==> src/rtl/speech_number_sequencer.sv <==
// Number-to-speech sequencer: splits a number into spoken clips by iterative
// subtraction and hands each clip's flash range to the playback engine.
module speech_number_sequencer #(
  parameter int ADDR_W  = 32,
  parameter int NUM_W   = 10,
  parameter int MAX_NUM = 999
) (
  input  logic              clk,
  input  logic              reset,
  input  logic              start,
  input  logic [NUM_W-1:0]  number,
  input  logic              suffix_en,
  input  logic              abort,
  output logic              busy,
  output logic              done,
  output logic              err,
  output logic              play_valid,
  output logic [ADDR_W-1:0] play_start,
  output logic [ADDR_W-1:0] play_stop,
  input  logic              play_ready,
  input  logic              play_done,
  input  logic              tbl_we,
  input  logic [4:0]        tbl_idx,
  input  logic [ADDR_W-1:0] tbl_start,
  input  logic [ADDR_W-1:0] tbl_stop
);

  typedef enum logic [2:0] {IDLE, DIV_H, DIV_T, BUILD, FETCH, PRESENT, WAIT} state_t;

  localparam logic [NUM_W-1:0] MAX_V   = NUM_W'(MAX_NUM);
  localparam logic [NUM_W-1:0] HUNDRED = NUM_W'(100);
  localparam logic [NUM_W-1:0] TEN     = NUM_W'(10);

  state_t            state, state_nxt;
  logic [NUM_W-1:0]  rem, rem_nxt;
  logic [3:0]        h, h_nxt, t, t_nxt;
  logic              sfx, sfx_nxt;
  logic [24:0]       lst, lst_nxt;
  logic [2:0]        len, len_nxt;
  logic              busy_nxt, done_nxt, err_nxt, pv_nxt, adv;
  logic [ADDR_W-1:0] ps_nxt, pe_nxt;
  logic [ADDR_W-1:0] tab_start [32];
  logic [ADDR_W-1:0] tab_stop  [32];
  logic [4:0]        cur_clip;

  // Clip list packed five bits per entry, first clip in the low bits; returns {count, list}.
  function automatic logic [27:0] build_list(input logic [3:0] hd, input logic [3:0] td,
                                             input logic [3:0] ud, input logic sx);
    logic [24:0] l;
    int          n;
    l = '0;
    n = 0;
    if (hd != 4'd0) begin
      l = l | (25'({1'b0, hd}) << (5 * n)); n++;
      l = l | (25'(5'd28) << (5 * n));      n++;
    end
    if (td >= 4'd2) begin
      l = l | (25'(5'd18 + {1'b0, td}) << (5 * n)); n++;
      if (ud != 4'd0) begin
        l = l | (25'({1'b0, ud}) << (5 * n)); n++;
      end
    end else if (td == 4'd1) begin
      l = l | (25'(5'd10 + {1'b0, ud}) << (5 * n)); n++;
    end else if (ud != 4'd0) begin
      l = l | (25'({1'b0, ud}) << (5 * n)); n++;
    end
    if (hd == 4'd0 && td == 4'd0 && ud == 4'd0) begin
      l = l | (25'(5'd30) << (5 * n)); n++;
    end
    if (sx) begin
      l = l | (25'(5'd29) << (5 * n)); n++;
    end
    return {3'(n), l};
  endfunction

  assign cur_clip = lst[4:0];

  always_comb begin
    state_nxt = state;
    rem_nxt   = rem;
    h_nxt     = h;
    t_nxt     = t;
    sfx_nxt   = sfx;
    lst_nxt   = lst;
    len_nxt   = len;
    busy_nxt  = busy;
    done_nxt  = 1'b0;
    err_nxt   = 1'b0;
    pv_nxt    = play_valid;
    ps_nxt    = play_start;
    pe_nxt    = play_stop;
    adv       = 1'b0;
    if (abort && state != IDLE) begin
      state_nxt = IDLE;
      busy_nxt  = 1'b0;
      pv_nxt    = 1'b0;
    end else begin
      case (state)
        IDLE: begin
          if (start) begin
            if (number > MAX_V) begin
              err_nxt = 1'b1;
            end else begin
              rem_nxt   = number;
              h_nxt     = 4'd0;
              t_nxt     = 4'd0;
              sfx_nxt   = suffix_en;
              busy_nxt  = 1'b1;
              state_nxt = DIV_H;
            end
          end
        end
        DIV_H: begin
          if (rem >= HUNDRED) begin
            rem_nxt = rem - HUNDRED;
            h_nxt   = h + 4'd1;
          end else begin
            state_nxt = DIV_T;
          end
        end
        DIV_T: begin
          if (rem >= TEN) begin
            rem_nxt = rem - TEN;
            t_nxt   = t + 4'd1;
          end else begin
            state_nxt = BUILD;
          end
        end
        BUILD: begin
          {len_nxt, lst_nxt} = build_list(h, t, rem[3:0], sfx);
          state_nxt          = FETCH;
        end
        FETCH: begin
          ps_nxt    = tab_start[cur_clip];
          pe_nxt    = tab_stop[cur_clip];
          pv_nxt    = (tab_start[cur_clip] != tab_stop[cur_clip]);
          state_nxt = PRESENT;
        end
        PRESENT: begin
          // play_valid low here means the fetched entry was unprogrammed
          if (!play_valid) begin
            adv = 1'b1;
          end else if (play_ready) begin
            pv_nxt    = 1'b0;
            state_nxt = WAIT;
          end
        end
        WAIT: begin
          if (play_done) adv = 1'b1;
        end
        default: state_nxt = IDLE;
      endcase
      if (adv) begin
        if (len <= 3'd1) begin
          state_nxt = IDLE;
          done_nxt  = 1'b1;
          busy_nxt  = 1'b0;
        end else begin
          len_nxt   = len - 3'd1;
          lst_nxt   = lst >> 5;
          state_nxt = FETCH;
        end
      end
    end
  end

  always_ff @(posedge clk) begin
    if (reset) begin
      state      <= IDLE;
      busy       <= 1'b0;
      done       <= 1'b0;
      err        <= 1'b0;
      play_valid <= 1'b0;
      play_start <= '0;
      play_stop  <= '0;
    end else begin
      state      <= state_nxt;
      busy       <= busy_nxt;
      done       <= done_nxt;
      err        <= err_nxt;
      play_valid <= pv_nxt;
      play_start <= ps_nxt;
      play_stop  <= pe_nxt;
    end
    rem <= rem_nxt;
    h   <= h_nxt;
    t   <= t_nxt;
    sfx <= sfx_nxt;
    lst <= lst_nxt;
    len <= len_nxt;
  end

  // Writes land after this cycle's fetch, so a same-index fetch sees the old entry.
  always_ff @(posedge clk) begin
    if (reset) begin
      for (int i = 0; i < 32; i++) begin
        tab_start[i] <= '0;
        tab_stop[i]  <= '0;
      end
    end else if (tbl_we) begin
      tab_start[tbl_idx] <= tbl_start;
      tab_stop[tbl_idx]  <= tbl_stop;
    end
  end

endmodule

==> config.mk <==
export PLATFORM = sky130hd
export DESIGN_NAME = speech_number_sequencer
export DESIGN_NICKNAME = d
export VERILOG_FILES = /design/src/rtl/speech_number_sequencer.sv
export SDC_FILE = /design/constraint.sdc
export NUM_CORES = 2
export LEC_CHECK = 0
export ABC_CLOCK_PERIOD_IN_PS = 9600
export BUFFER_PORTS_ARGS = -buffer_cell sky130_fd_sc_hd__buf_2
export CAP_MARGIN = 20
export CORE_MARGIN = 1.5
export CORE_UTILIZATION = 40
export DETAILED_ROUTE_END_ITERATION = 12
export GPL_ROUTABILITY_DRIVEN = 0
export PLACE_DENSITY = 0.61
export SLEW_MARGIN = 5
export SYNTH_ARGS = -nofsm -noshare
export SYNTH_HDL_FRONTEND = slang
export SYNTH_SLANG_ARGS = --single-unit
==> constraint.sdc <==
create_clock -name clk -period 9.6 [get_ports clk]
set_input_delay 1.92 -clock clk [delete_from_list [all_inputs] [get_ports clk]]
set_output_delay 1.92 -clock clk [all_outputs]
set_load 0.005 [all_outputs]
Word-level counts from Yosys, hierarchy flattened
Memories as Yosys holds them, arrays and structs flattened. A register that Yosys moved wholly into a read port is not among the register bits.
Index checks and enable logic that the tools add are counted.
{"block": "totals", "regBits": 118, "mem_bits_rw": 2048, "inputBits": 87, "output_inout_bits": 68, "word_cells": 175, "memories": 2}
{"memory": "tab_start", "words": 32, "word_bits": 32, "rd": 1, "rd_clocked_by_memory_dff": 1, "wr": 32, "line": "42", "source": "logic [ADDR_W-1:0] tab_start [32];"}
{"memory": "tab_stop", "words": 32, "word_bits": 32, "rd": 1, "rd_clocked_by_memory_dff": 1, "wr": 32, "line": "43", "source": "logic [ADDR_W-1:0] tab_stop [32];"}
{"block": "classes", "n_addsub": 11, "multipliers": 4, "order_cmp": 5, "n_eq_ne": 19, "shift": 6, "muxes": 79, "bitwise_logic": 11, "reduce_logical": 25}
{"op": "32-bit 2-to-1 mux", "n": 13}
{"op": "25-bit 2-to-1 mux", "n": 15}
{"op": "25-bit bitwise OR", "n": 6}
{"op": "4-bit by 32-bit multiplier with 32-bit output, first input constant", "n": 4}
{"op": "32-bit by 2-bit adder with 32-bit output, second input constant", "n": 3}
{"op": "32-bit OR reduction", "n": 2}
{"op": "4-bit by 32-bit << shifter with 25-bit output", "n": 2}
{"op": "5-bit by 32-bit << shifter with 25-bit output, first input constant", "n": 2}
{"op": "10-bit 2-to-1 mux", "n": 5}
{"op": "3-bit 2-to-1 mux", "n": 12}
{"op": "32-bit != test", "n": 1}
{"op": "5-bit by 32-bit << shifter with 25-bit output", "n": 1}
{"op": "6-bit by 32-bit << shifter with 25-bit output", "n": 1}
{"op": "10-bit one-hot mux with 3 select lines", "n": 1}
{"op": "3-bit one-hot mux with 7 select lines", "n": 1}
{"op": "5-bit 2-to-1 mux", "n": 4}
{"op": "1-bit 2-to-1 mux", "n": 19}
{"op": "3-bit != test, second input constant", "n": 6}
{"op": "4-bit 2-to-1 mux", "n": 4}
{"op": "4-bit one-hot mux with 2 select lines", "n": 2}
{"op": "4-bit logical NOT", "n": 3}
{"op": "10-bit by 4-bit greater-or-equal comparator with 1-bit output, second input constant", "n": 1}
{"op": "10-bit by 7-bit greater-or-equal comparator with 1-bit output, second input constant", "n": 1}
{"op": "10-bit > comparator, second input constant", "n": 1}
{"op": "30 further kinds", "n": 50}

Longest topological paths before layout
{"block": "logic_depth", "ltp_word": 22, "depth_mapped": 22}

Least setup slack after synthesis
OpenSTA, ideal clock, no wires.
{"block": "synth_timing", "path_kind": "flip-flop to flip-flop", "start": "reg rem[3]", "end": "reg lst[18], data pin", "arrival_ns": 4.554, "required_ns": 9.330, "setup_slack_ns": 4.777, "stages_incl_launch_ff": 22, "n_path_buf": 3, "cell_sequence": "edfxtp_1 > clkbuf_1 > inv_1 > ha_1 > or3b_1 > buf_6 > ha_1 > mux2_2 > ha_1 > mux2i_4 > inv_2 > ha_1 > ha_1 > fa_1 > inv_1 > or3_4 > nand2_1 > and4b_1 > clkbuf_1 > a2bb2o_1 > o32ai_1 > o21ai_0"}
{"block": "synth_via", "elab_chain_cells": 17}
{"element": "start, declared", "line": "35", "source": "logic [NUM_W-1:0] rem, rem_nxt;"}
{"element": "start signal, assigned", "line": "185", "source": "rem <= rem_nxt;"}
{"element": "4-bit nonzero test", "line": "59, 64"}
{"element": "32-bit 2-to-1 mux", "line": "64", "source": "end else if (ud != 4'd0) begin"}
{"element": "32-bit 2-to-1 mux", "line": "62", "source": "end else if (td == 4'd1) begin"}
{"element": "32-bit 2-to-1 mux", "line": "57", "source": "if (td >= 4'd2) begin"}
{"element": "32-bit 2-to-1 mux", "line": "98", "source": "case (state)"}
{"element": "32-bit 2-to-1 mux", "line": "93", "source": "if (abort && state != IDLE) begin"}
{"element": "32-bit by 2-bit adder with 32-bit output / 4-bit by 32-bit multiplier with 32-bit output (equally long branches)", "line": "68", "source": "l = l | (25'(5'd30) << (5 * n)); n++;"}
{"element": "32-bit 2-to-1 mux / 5-bit by 32-bit << shifter with 25-bit output (equally long branches)", "line": "67, 68"}
{"element": "32-bit 2-to-1 mux / 25-bit bitwise OR (equally long branches)", "line": "98, 68"}
{"element": "32-bit 2-to-1 mux / 25-bit 2-to-1 mux (equally long branches)", "line": "93, 67"}
{"element": "4-bit by 32-bit multiplier with 32-bit output / 25-bit 2-to-1 mux (equally long branches)", "line": "71, 98"}
{"element": "5-bit by 32-bit << shifter with 25-bit output / 25-bit 2-to-1 mux (equally long branches)", "line": "71, 93"}
{"element": "25-bit bitwise OR", "line": "71", "source": "l = l | (25'(5'd29) << (5 * n)); n++;"}
{"element": "25-bit 2-to-1 mux *", "line": "70", "source": "if (sx) begin"}
{"element": "25-bit 2-to-1 mux *", "line": "98"}
{"element": "25-bit 2-to-1 mux", "line": "154", "source": "if (len <= 3'd1) begin"}
{"element": "25-bit 2-to-1 mux *", "line": "153", "source": "if (adv) begin"}
{"element": "end signal, assigned", "line": "189", "source": "lst <= lst_nxt;"}
{"element": "end, declared", "line": "38", "source": "logic [24:0] lst, lst_nxt;"}
Every way passes the cells marked *; elsewhere a longest branch is shown, timed or not. The select of a mux whose other input is x is not followed.
A chain may end at the register's enable or synchronous reset.

Worst setup path in the final report
{"block": "layout_timing", "start": "reg h[0]", "end": "reg lst[19], data pin"}
{"block": "layout_via", "elab_chain_cells": 21}
{"element": "start, declared", "line": "36", "source": "logic [3:0] h, h_nxt, t, t_nxt;"}
{"element": "start signal, assigned", "line": "186", "source": "h <= h_nxt;"}
{"element": "4-bit nonzero test", "line": "53", "source": "if (hd != 4'd0) begin"}
{"element": "2-bit 2-to-1 mux", "line": "53"}
{"element": "32-bit 2-to-1 mux", "line": "98"}
{"element": "32-bit 2-to-1 mux", "line": "93"}
{"element": "32-bit by 2-bit adder with 32-bit output / 4-bit by 32-bit multiplier with 32-bit output (equally long branches)", "line": "58, 63, 65"}
{"element": "32-bit by 2-bit adder with 32-bit output (tied with other cells)", "line": "60", "source": "l = l | (25'({1'b0, ud}) << (5 * n)); n++;"}
{"element": "32-bit 2-to-1 mux (tied with other cells)", "line": "59", "source": "if (ud != 4'd0) begin"}
{"element": "32-bit 2-to-1 mux (tied with other cells)", "line": "57"}
{"element": "[... 5 more ...]"}
{"element": "32-bit 2-to-1 mux / 25-bit 2-to-1 mux (equally long branches)", "line": "93, 67"}
{"element": "4-bit by 32-bit multiplier with 32-bit output / 25-bit 2-to-1 mux (equally long branches)", "line": "71, 98"}
{"element": "5-bit by 32-bit << shifter with 25-bit output / 25-bit 2-to-1 mux (equally long branches)", "line": "71, 93"}
{"element": "25-bit bitwise OR", "line": "71"}
{"element": "25-bit 2-to-1 mux *", "line": "70"}
{"element": "25-bit 2-to-1 mux *", "line": "98"}
{"element": "25-bit 2-to-1 mux", "line": "154"}
{"element": "25-bit 2-to-1 mux *", "line": "153"}
Marks and branches as above.

==> impl_table.tex <==
\begin{tabular}{lr}
\hline
Metric & Value \\
\hline
\multicolumn{2}{l}{\textbf{Run status}} \\
\quad Outcome & finished clean \\
\multicolumn{2}{l}{\textbf{Global route}} \\
\quad Initial antenna violation count & 28 \\
\quad Largest net degree at the start of global routing & 91 \\
\quad Vias in the first global route & 59000 \\
\quad Global routing usage summed across all routing layers & 0.257 \\
\quad First-pass GRT wire length & 458000 um \\
\quad GRT overflow & 0 \\
\multicolumn{2}{l}{\textbf{Power}} \\
\quad Psw & 0.0110 W \\
\quad Switch share & 0.363 \\
\quad Peak supply drop & 0.203 mV \\
\quad Leakage dissipation & 38.9 nW \\
\quad Total internal power & about 0.019 W \\
\quad Power per cell area & around 280 mW/mm\^{}2 \\
\quad Combinational share of power & 0.342 \\
\quad Fraction of power consumed by sequential logic & 0.378 \\
\quad Portion of total power attributed to the clock network & 0.280 \\
\multicolumn{2}{l}{\textbf{Clock network}} \\
\quad PostCTS Resize Cnt & 0 \\
\quad Sinks on the clock net & 2171 \\
\quad Clock tree from TritonCTS & yes \\
\quad Clock-pin slew reported for the worst setup and hold paths after clock tree synthesis & 60 ps \\
\quad Total CTS buffers & roughly 220 \\
\quad Hold-fix buffers, CTS & 0 \\
\quad Maximum level of the CTS H-tree & 4 \\
\quad CTS Root Cell & clkbuf\_16 \\
\quad Maximum buffer depth of the clock tree & 3 \\
\quad Number of buffers inserted to repair setup after CTS & 0 \\
\quad Clock latency on the worst-skew pair & 870 ps \\
\multicolumn{2}{l}{\textbf{Floorplanning}} \\
\quad Width of the die & 503 um \\
\quad Die ar. & 0.253 mm\^{}2 \\
\quad Top-Level Pins & 155 \\
\quad Count of standard-cell rows & $\sim$180 \\
\quad Die height & between 500 and 600 um \\
\quad Core Area & 0.248 mm\^{}2 \\
\quad Effective utilization at floorplan & 0.402 \\
\multicolumn{2}{l}{\textbf{Timing}} \\
\quad Worst Skew & 35.4 ps \\
\quad Period minus WS final & 5780 ps \\
\quad Max-slew violation count & 0 \\
\quad Final-report setup violation count & 0 \\
\quad Worst hold slack across all endpoints & approximately 450 ps \\
\quad Highest clock frequency the design can meet & 173 MHz \\
\quad Final Cycle Share & 0.602 \\
\quad Tightest Pin Transition & between 1000 and 1500 ps \\
\quad Final hold violations & 0 \\
\quad Setup tns final & 0 ps \\
\quad Worst slew margin relative to its limit & 0.148 \\
\quad Final setup slack of the worst path & 3820 ps \\
\quad Unrepaired setup endpoints after global routing & no \\
\multicolumn{2}{l}{\textbf{Yosys}} \\
\quad Portion of the post-synthesis area used by sequential elements & 0.645 \\
\quad Post-synthesis instance total & 6887 \\
\quad Top FF cell, synth & edfxtp\_1 \\
\quad Avg Synthesized Cell Area & 14.5 um\^{}2 \\
\quad Post-synthesis async set-or-reset flop share & 0 \\
\quad Post-synthesis cell type count & between 70 and 80 \\
\quad Number of enable-type register cells in the synthesized netlist & 2095 \\
\quad Post-Synthesis Cell Area & 0.0999 mm\^{}2 \\
\quad Ys Warns & 0 \\
\quad Synthesis-stage register bit count & 2171 \\
\quad Syn nets & roughly 7000 \\
\multicolumn{2}{l}{\textbf{Routing}} \\
\quad Number of routed nets with antenna violations & 0 \\
\quad Iteration-0 DRC count of the detailed router & 7806 \\
\quad DRC violations left & 0 \\
\quad Routed via count & 59500 \\
\quad Detailed Route WL & $\sim$330000 um \\
\quad Routed wire length per instance & 32.0 um \\
\quad DRT Pass-1 Iters & 6 \\
\quad Ratio of routed vias to standard cells & 5.80 \\
\multicolumn{2}{l}{\textbf{Hold path}} \\
\quad Worst hold endpoint & play\_start[31]\$\_SDFFE\_PP0P\_ \\
\quad Startpoint of the tightest hold check path & play\_start[31]\$\_SDFFE\_PP0P\_ \\
\quad Number of cells on the worst hold path & 2 \\
\quad Worst min path class & reg -> reg \\
\multicolumn{2}{l}{\textbf{Setup path}} \\
\quad Category of the worst setup path capture point & flop \\
\quad Reg2reg end & lst[19]\$\_DFFE\_PN\_ \\
\quad Crit start category & flop \\
\quad Required @ worst endpoint & between 10000 and 15000 ps \\
\quad Cell count of the worst reg-to-reg path & 20 \\
\quad Worst setup slack for register-to-register paths & 3820 ps \\
\quad Reg-to-reg critical path startpoint & h[0]\$\_SDFFCE\_PN0P\_ \\
\quad Worst Path Class, Setup & reg -> reg \\
\quad CP Data Arrival Time & 6510 ps \\
\quad Worst-path maximum fanout & 14 \\
\multicolumn{2}{l}{\textbf{Run}} \\
\quad Max cap viols & 0 \\
\multicolumn{2}{l}{\textbf{Layout}} \\
\quad Share of post-route cells with drive strength above 1 & 0.157 \\
\quad Post-route core utilization & 0.445 \\
\quad Area growth syn-to-layout & 10.8\% \\
\quad Layout net count & 6845 \\
\quad Number of fillers in the final layout & between 20000 and 25000 \\
\multicolumn{2}{l}{\textbf{Place}} \\
\quad Count of input and output buffers & 154 \\
\quad Setup Slack @ Placement & 3930 ps \\
\quad Post-detail-place hpwl & 196000 um \\
\hline
\end{tabular}
## layout make-up
type	instances	area, um^2	area share
Timing Repair Buffer	290	1930	0.0175
Multi-Input combinational cell	4014	33000	0.298
Sequential cell	2171	64500	0.582
Inverter	27	103	0.000927
Clock buffer	310	6050	0.0546
Clock inverter	103	957	0.00865
Antenna cell	8	20.0	0.000181
Tap cell	3330	4170	0.0377
## power by group through the flow
stage               sequential, W  combinational [W]  clock [W]
floorplan                  0.0114            0.00633          0
global placement           0.0117             0.0102          0
detailed placement         0.0117             0.0102          0
CTS                        0.0115             0.0103    0.00860
global route               0.0116             0.0107    0.00895
finish                     0.0115             0.0104    0.00852
## critical path: stages, from the launching register on
cell,delay (ps)
edfxtp_1,460
inv_1,100
ha_1,160
nor3b_2,690
inv_1,320
ha_1,380
mux2_2,290
ha_1,240
inv_1,80
nor2_1,140
xor2_1,420
ha_1,240
ha_1,180
fa_1,190
inv_1,50
or3_4,420
a211oi_4,410
and2_1,320
a32oi_1,140
a311oi_1,300
a21o_1,110
## routing by layer
| layer | part of all wire | track usage | vias up |
|---|---|---|---|
| met5 | 0.00028 | 0 | - |
| met4 | 0.062 | 0.144 | 14 |
| met3 | 0.076 | 0.0423 | 677 |
| met2 | 0.48 | 0.422 | 2936 |
| met1 | 0.38 | 0.324 | 31000 |
| li1 | - | - | 24800 |
## worst max-delay path by stage
stage,from,to,cells after the start
floorplan,rem[3]$_DFFE_PP_,lst[18]$_DFFE_PN_,21
finish,h[0]$_SDFFCE_PN0P_,lst[19]$_DFFE_PN_,20
CTS,h[0]$_SDFFCE_PN0P_,lst[19]$_DFFE_PN_,20
global route,h[0]$_SDFFCE_PN0P_,lst[19]$_DFFE_PN_,20
global placement,h[0]$_SDFFCE_PN0P_,lst[19]$_DFFE_PN_,20
detailed placement,h[0]$_SDFFCE_PN0P_,lst[19]$_DFFE_PN_,20
## cells in the mapped netlist (23+ instances only)
library cell	instances	area, um^2
a211oi_1	26	195
a21oi_1	102	510
a221oi_1	76	666
a22oi_1	114	856
a32oi_1	36	315
and2_1	2059	12900
buf_2	118	591
clkbuf_1	533	2000
dfxtp_1	76	1520
edfxtp_1	2095	62900
ha_1	31	388
inv_1	23	86.3
mux2i_1	382	3820
mux4_2	378	8510
nand2_1	225	845
nor2_1	170	638
o21ai_0	68	340
or2_2	35	219
xnor2_1	34	298
## cell families after synthesis
| family | count (synthesis) | synth area share |
|---|---|---|
| AND/OR/NAND/NOR | 2626 | 0.155 |
| flip-flops | 2171 | 0.645 |
| XOR/XNOR | 41 | 0.00360 |
| AO/OA/AOI/OAI | 545 | 0.0389 |
| buffers and inverters | 702 | 0.0286 |
| adder cells (fa/ha/maj) | 32 | 0.00408 |
| multiplexers | 770 | 0.125 |
## through the flow
stage	area (um^2)	cells	total power, W
5_1_grt	111000	10200	0.0312
6_report	111000	10300	0.0305
3_3_place_gp	104000	9826	0.0219
3_5_place_dp	104000	9831	0.0219
4_1_cts	111000	10200	0.0304
2_1_floorplan	99900	6887	0.0177
## layout by cell type, fill, tap and decap left out, types with 68 or more instances in the layout
cell and n:
edfxtp_1 2095, and2_1 2057, mux2i_1 382, mux4_2 378, nand2_1 225, clkbuf_16 223
buf_2 155, nor2_1 135, buf_4 124, a22oi_1 114, a21oi_1 102, a221oi_1 76
dfxtp_1 71, clkbuf_1 70, o21ai_0 68
## registers in the layout (all words and copies together), names as in the netlist, 3 cells and up, named ones only
name and flops:
tab_start 1024, state 3, play_start 32, tab_stop 1024, play_stop 32, t 4
len 3, rem 10, h 4, lst 25
(Power assumes the default switching activity.)
